==> src/rtl/instr_fetch.sv <==
// Instruction fetch stage: owns the PC, keeps one instruction-memory read in flight,
// and buffers returned words in a small FIFO whose head feeds the decoder.
module instr_fetch #(
  parameter int unsigned       ADDR_W   = 16,
  parameter int unsigned       INSTR_W  = 16,
  parameter int unsigned       DEPTH    = 2,
  parameter logic [ADDR_W-1:0] RESET_PC = '0
) (
  input  logic               clk,
  input  logic               rst,
  output logic               imem_req,
  output logic [ADDR_W-1:0]  imem_addr,
  input  logic               imem_ack,
  input  logic [INSTR_W-1:0] imem_rdata,
  input  logic               redirect_valid,
  input  logic [ADDR_W-1:0]  redirect_pc,
  input  logic               stall,
  output logic               instr_valid,
  output logic [INSTR_W-1:0] instruction,
  output logic [ADDR_W-1:0]  instr_pc
);

  localparam int unsigned     PtrW     = (DEPTH > 1) ? $clog2(DEPTH) : 1;
  localparam int unsigned     CntW     = PtrW + 1;
  localparam logic [CntW-1:0] DepthCnt = CntW'(DEPTH);

  // StDrop: a read is still in flight but its data belongs to a flushed stream.
  typedef enum logic [1:0] {StIdle, StWait, StDrop} state_e;

  state_e             state_q, state_d;
  logic [ADDR_W-1:0]  pc_q, pc_d;
  logic [ADDR_W-1:0]  req_pc_q, req_pc_d;
  logic [PtrW-1:0]    rd_ptr_q, rd_ptr_d;
  logic [PtrW-1:0]    wr_ptr_q, wr_ptr_d;
  logic [CntW-1:0]    count_q, count_d;
  logic [INSTR_W-1:0] instr_mem_q [DEPTH];
  logic [INSTR_W-1:0] instr_mem_d [DEPTH];
  logic [ADDR_W-1:0]  pc_mem_q [DEPTH];
  logic [ADDR_W-1:0]  pc_mem_d [DEPTH];
  logic               push, pop;

  always_comb begin
    imem_req    = (state_q == StIdle) && (count_q < DepthCnt) && !redirect_valid && !rst;
    imem_addr   = pc_q;
    instr_valid = (count_q != '0) && !rst;
    instruction = instr_valid ? instr_mem_q[rd_ptr_q] : '0;
    instr_pc    = instr_valid ? pc_mem_q[rd_ptr_q] : '0;
    push        = (state_q == StWait) && imem_ack && !redirect_valid;
    pop         = instr_valid && !stall && !redirect_valid;
  end

  always_comb begin
    state_d     = state_q;
    pc_d        = pc_q;
    req_pc_d    = req_pc_q;
    rd_ptr_d    = rd_ptr_q;
    wr_ptr_d    = wr_ptr_q;
    count_d     = count_q;
    instr_mem_d = instr_mem_q;
    pc_mem_d    = pc_mem_q;

    if (redirect_valid) begin
      pc_d     = redirect_pc;
      rd_ptr_d = '0;
      wr_ptr_d = '0;
      count_d  = '0;
      // An ack arriving with the redirect closes the in-flight read, so DROP is skipped.
      unique case (state_q)
        StIdle:  state_d = StIdle;
        StWait:  state_d = imem_ack ? StIdle : StDrop;
        StDrop:  state_d = imem_ack ? StIdle : StDrop;
        default: state_d = StIdle;
      endcase
    end else begin
      unique case (state_q)
        StIdle: begin
          if (imem_req) begin
            req_pc_d = pc_q;
            pc_d     = pc_q + ADDR_W'(1);
            state_d  = StWait;
          end
        end
        StWait:  if (imem_ack) state_d = StIdle;
        StDrop:  if (imem_ack) state_d = StIdle;
        default: state_d = StIdle;
      endcase

      if (push) begin
        instr_mem_d[wr_ptr_q] = imem_rdata;
        pc_mem_d[wr_ptr_q]    = req_pc_q;
        wr_ptr_d              = wr_ptr_q + PtrW'(1);
      end
      if (pop) begin
        rd_ptr_d = rd_ptr_q + PtrW'(1);
      end
      count_d = count_q + CntW'(push) - CntW'(pop);
    end
  end

  always_ff @(posedge clk) begin
    if (rst) begin
      state_q     <= StIdle;
      pc_q        <= RESET_PC;
      req_pc_q    <= '0;
      rd_ptr_q    <= '0;
      wr_ptr_q    <= '0;
      count_q     <= '0;
      instr_mem_q <= '{default: '0};
      pc_mem_q    <= '{default: '0};
    end else begin
      state_q     <= state_d;
      pc_q        <= pc_d;
      req_pc_q    <= req_pc_d;
      rd_ptr_q    <= rd_ptr_d;
      wr_ptr_q    <= wr_ptr_d;
      count_q     <= count_d;
      instr_mem_q <= instr_mem_d;
      pc_mem_q    <= pc_mem_d;
    end
  end

endmodule

==> config.mk <==
export PLATFORM = sky130hd
export DESIGN_NAME = instr_fetch
export DESIGN_NICKNAME = d
export VERILOG_FILES = /design/src/rtl/instr_fetch.sv
export SDC_FILE = /design/constraint.sdc
export NUM_CORES = 1
export LEC_CHECK = 0
export CORE_MARGIN = 10
export CORE_UTILIZATION = 48
export CTS_BUF_LIST = sky130_fd_sc_hd__clkbuf_4 sky130_fd_sc_hd__clkbuf_8
export DETAILED_ROUTE_END_ITERATION = 6
export MAX_ROUTING_LAYER = met4
export PLACE_DENSITY_LB_ADDON = 0.3
export REMOVE_ABC_BUFFERS = 1
export SLEW_MARGIN = 20
export SYNTH_ARGS = -nofsm -noshare
export SYNTH_HDL_FRONTEND = slang
export SYNTH_SLANG_ARGS = --single-unit
==> constraint.sdc <==
create_clock -name clk -period 2.6 [get_ports clk]
set_clock_uncertainty 0.2 [all_clocks]
set_input_delay 0.78 -clock clk [delete_from_list [all_inputs] [get_ports clk]]
set_output_delay 0.78 -clock clk [all_outputs]
set_load 0.005 [all_outputs]
After elaboration in Yosys (flattened, before gate mapping)
Cells that the tools add are included.
{"block": "op_classes", "reduce_logical": 22, "n_eq_ne": 4, "bitwise": 3, "add_sub_neg": 5, "n_lt_le_gt_ge": 4, "mux": 21}
{"cell": "16-bit 2-to-1 mux", "count": 12}
{"cell": "32-bit bitwise mux", "count": 2}
{"cell": "16-bit by 1-bit adder with 16-bit output (second input constant)", "count": 1}
{"cell": "16-bit demux with 1-bit select", "count": 1}
{"cell": "2-bit 2-to-1 mux", "count": 5}
{"cell": "1-bit logical AND", "count": 9}
{"cell": "2-bit AND reduction", "count": 3}
{"cell": "2-bit nonzero test", "count": 3}
{"cell": "2-bit >= comparator (second input constant)", "count": 2}
{"cell": "1-bit inverter with 2-bit output", "count": 2}
{"cell": "2-bit one-hot mux with 2 select lines", "count": 1}
{"cell": "2-bit OR reduction", "count": 2}
{"cell": "1-bit logical NOT", "count": 3}
{"cell": "3-bit by 1-bit != test with 1-bit output (second input constant)", "count": 1}
{"cell": "3-bit != test (second input constant)", "count": 1}
{"cell": "3-bit AND reduction", "count": 1}
{"cell": "1-bit adder (second input constant)", "count": 2}
{"cell": "2-bit by 1-bit adder with 2-bit output", "count": 1}
{"cell": "2-bit by 1-bit == test with 1-bit output (second input constant)", "count": 1}
{"cell": "2-bit == test (second input constant)", "count": 1}
{"cell": "2-bit logical NOT", "count": 1}
{"cell": "2-bit by 1-bit < comparator with 1-bit output (second input constant)", "count": 1}
{"cell": "2-bit < comparator (second input constant)", "count": 1}
{"cell": "2-bit by 1-bit subtractor with 2-bit output", "count": 1}
{"cell": "1-bit inverter", "count": 1}
{"block": "word_totals", "wordCells": 69, "reg_bits": 102, "out_inout_bits": 50, "input_bits": 37}

Longest topological paths before layout
{"block": "depth", "ltp_word": 7, "mapped_depth": 9, "mapped_depth_nobuf": 9}

Worst setup path after synthesis
Ideal clock, no wire load.
{"block": "synth_timing", "path_kind": "input-to-output", "from": "input port redirect_valid", "to": "output port imem_req", "t_required_ps": 1620, "stages": 3, "arrival_time_ps": 1730, "setup_slack_ps": -110, "cell_sequence": "or4b_4 > clkinv_1 > buf_1"}
{"block": "synth_via", "elab_chain_len": 3}
{"item": "start, declared", "line_no": "15", "source": "input logic redirect_valid,"}
{"item": "1-bit logical NOT", "line_no": "43", "source": "imem_req = (state_q == StIdle) && (count_q < DepthCnt) && !redirect_valid && !rst;"}
{"item": "1-bit logical AND (2 in series)", "line_no": "43"}
{"item": "end, declared", "line_no": "11", "source": "output logic imem_req,"}
No other way between the ends.

Worst setup path in the final report
{"block": "layout_timing", "from": "input port rst", "to": "output port instr_pc[8]"}
{"block": "layout_via", "elab_chain_len": 3}
{"item": "start, declared", "line_no": "10", "source": "input logic rst,"}
{"item": "1-bit logical NOT", "line_no": "45", "source": "instr_valid = (count_q != '0) && !rst;"}
{"item": "1-bit logical AND", "line_no": "45"}
{"item": "16-bit 2-to-1 mux", "line_no": "47", "source": "instr_pc = instr_valid ? pc_mem_q[rd_ptr_q] : '0;"}
{"item": "end, declared", "line_no": "20", "source": "output logic [ADDR_W-1:0] instr_pc"}
No other way between the ends.

==> results.sh <==
export IMPL_status="finished with violations"
export IMPL_ir_drop_uv=246.0
export IMPL_root_buffer="clkbuf_8"
export IMPL_gp_congestion=0.8585
export IMPL_path_max_fanout=6
export IMPL_antenna_found_initial=0
export IMPL_post_route_period_util_pct=103.9
export IMPL_nets=706
export IMPL_start_util_pct=48.82
export IMPL_h_tree_depth=3
export IMPL_ff2ff_setup_slack_ns=0.33
export IMPL_violations="negative setup slack"
export IMPL_ys_ff_latch=102
export IMPL_dpl_hpwl_um=8150
export IMPL_yosysTopAreaCellShare_pct=45.92
export IMPL_wl_per_cell_um=15.46
export IMPL_numCtsBuffers=9
export IMPL_clock_sinks=102
export IMPL_setup_violations=21
export IMPL_cts_max_path_buffers=2
export IMPL_worst_setup_path_end_kind="output port"
export IMPL_postPlaceCellArea_um2=5525
export IMPL_synth_area_per_cell_um2=7.693
export IMPL_path_clk_slew_ns=0.10
export IMPL_grt_pass1_wl_um=20020
export IMPL_firstDrtPassIters=4
export IMPL_grt_usage_pct=18.66
export IMPL_port_buffers=86
export IMPL_wl_um=12060
export IMPL_drt_initial_drc_count=283
export IMPL_syn_area_um2=4447
export IMPL_fin_total_pwr_mw=2.936
export IMPL_setup_tns_ns=-0.4159
export IMPL_worst_slew_pin_slew_ns=0.6690
export IMPL_overflow=0
export IMPL_ys_seq_area_share_pct=45.92
export IMPL_vias=4253
export IMPL_ioPinCount=87
export IMPL_diodes=0
export IMPL_hold_path_class="flip-flop to flip-flop"
export IMPL_ant_nets=0
export IMPL_grt_max_degree=68
export IMPL_rsz0062_at_grt="true"
export IMPL_postLayoutCellArea_um2=5808
export IMPL_cellLeakagePower_nw=1.980
export IMPL_cp_required_ns=1.62
export IMPL_coreArea_um2=9109
export IMPL_rows=35
export IMPL_ys_warn_count=0
export IMPL_vias_per_cell=5.453
export IMPL_path_class="input port to output port"
export IMPL_drc=0
export IMPL_p_per_area_nw_per_um2=505.5
export IMPL_areaGrowthSynthToFinish_pct=30.61
export IMPL_drive_gt1_share_pct=18.39
export IMPL_cts_tree="built"
export IMPL_critical_path_arrival_ns=1.72
export IMPL_max_slew_margin_pct=55.40
export IMPL_fmax_ghz=0.3702
export IMPL_synth_area_leaders="dfxtp_1 46%, nand2_1 15%, a21oi_1 10%, mux2i_1 7.7%, nor2_1 3.9%"
export IMPL_drv_cap=0
export IMPL_clock_latency_ns=0.36
export IMPL_fp_dieArea_um2=13510
export IMPL_yosysTopAreaCell="dfxtp_1"
export IMPL_fin_crit_ns=2.702
export IMPL_dieWidth_um=116.3
export IMPL_setup_slack_ns=-0.1015
export IMPL_syn_inst=578
export IMPL_synthDistinctLibCells=41
export IMPL_startpoint_type="input port"
export IMPL_finalMaxSlewViolations=0
export IMPL_hold_viol_final=0
export IMPL_die_y_um=116.3
export IMPL_grt_pass1_vias=4208
critical path, stage by stage:
cell and delay [ns]:
buf_8 0.10, or2_4 0.28, buf_8 0.14, buf_6 0.12, buf_6 0.11, nor2_2 0.06, buf_2 0.12
path summary, 6_finish.rpt:
kind / cells after the start / startpoint / to
worst max-delay path: 7 / rst / instr_pc[8]
worst min-delay path: 2 / instr_mem_q[7] / instr_mem_q[7]
worst max register to register: 6 / state_q[1] / imem_addr[12]
worst min register to register: 2 / instr_mem_q[7] / instr_mem_q[7]
final cells by class:
class	count	area, um2
timing repair buffer	121	1067
sequential	102	2043
clock buffer	11	151.4
fill	799	3301
tap	111	138.9
inverter	9	38.79
multi-input combinational	421	2303
clock inverter	5	65.06
where the power goes:
part | switching (mW) | internal [mW] | leakage [nW]
clock network | 0.551 | 0.507 | 0.110
logic | 0.121 | 0.132 | 1.04
registers | 0.0357 | 1.59 | 0.826
total | 0.707 | 2.23 | 1.98
synthesized netlist by cell type, drive strengths merged:
cell      n
nor3      2
nor2     46
a32oi     4
a221oi    2
o31a      2
nand3b    1
or4       3
xor2      2
o211ai    3
dfxtp   102
ha        5
nand3    12
a22oi     1
nand4b    1
o21ai     2
nand2b    5
o221ai    1
nor3b     1
and2      1
xnor2     2
a21oi    92
inv       8
buf       6
clkinv    1
or2       3
mux2      1
and4      3
or3       2
nor4      1
nand4     6
o32ai     1
nor2b     1
o311ai    3
a31oi     3
mux2i    34
or4b      1
clkbuf   40
nand2   172
and3      2
layer usage:
metal	global-route usage (%)	up-vias	routed length, um
met4	5.505	0	120
met3	4.263	12	780
met1	22.58	2014	5546
li1	-	2108	-
met2	30.39	119	5612
met5	-	-	0
state kept, by name, indices dropped and copies added (netlist names):
| name | cells |
|---|---|
| wr_ptr_q | 1 |
| instr_mem_q | 32 |
| pc_mem_q | 32 |
| state_q | 2 |
| req_pc_q | 16 |
| count_q | 2 |
| rd_ptr_q | 1 |
| imem_addr | 16 |
kinds of logic after synthesis:
family | count (synthesis) | synth area share [%]
compound gates | 114 | 14.24
simple gates | 263 | 24.87
buf+inv | 55 | 4.868
xor+xnor | 4 | 0.7880
fa+ha+maj | 5 | 1.407
mux | 35 | 7.907
flops | 102 | 45.92
metrics by stage:
step	worst slack [ns]	hold WS, ns	std cells	util [%]
3_3_place_gp	-0.6845	0.2408	755	60.66
6_report	-0.1015	0.2585	780	63.76
5_1_grt	-0.1286	0.2770	780	63.76
2_1_floorplan	-0.1603	0.2296	532	-
3_5_place_dp	-0.7214	0.2466	755	60.66
4_1_cts	-0.09161	0.2610	779	62.97
timing repair:
action,CTS,global route
buffers inserted,8,2
hold endpoints to repair,0,0
endpoints found under the setup margin,35,31
resized for setup,156,37
hold buffers,0,0
pin swaps,27,6
gates cloned,1,0
layout by cell type, fill, tap and decap left out, types with 2 or more instances in the layout:
cell               n
a21oi_1           92
a221oi_1           2
a31oi_1            3
a32oi_1            4
and3_1             2
and4_1             3
buf_12             5
buf_2             32
buf_4             21
buf_6              7
buf_8              4
clkbuf_2           2
clkbuf_8          11
clkdlybuf4s50_1   50
clkinv_4           4
dfxtp_1          101
ha_1               4
inv_1              6
inv_2              2
mux2i_1           34
nand2_1          172
nand2b_1           5
nand3_1           12
nand4_1            6
nor2_1            20
nor2_2            19
nor2_4             7
nor3_1             2
o211ai_1           3
o21ai_0            2
o311ai_0           3
o31a_1             2
or2_2              2
or3_1              2
or4_1              3
xnor2_1            2
xor2_1             2
No activity file was read; power rests on OpenSTA's default activity.
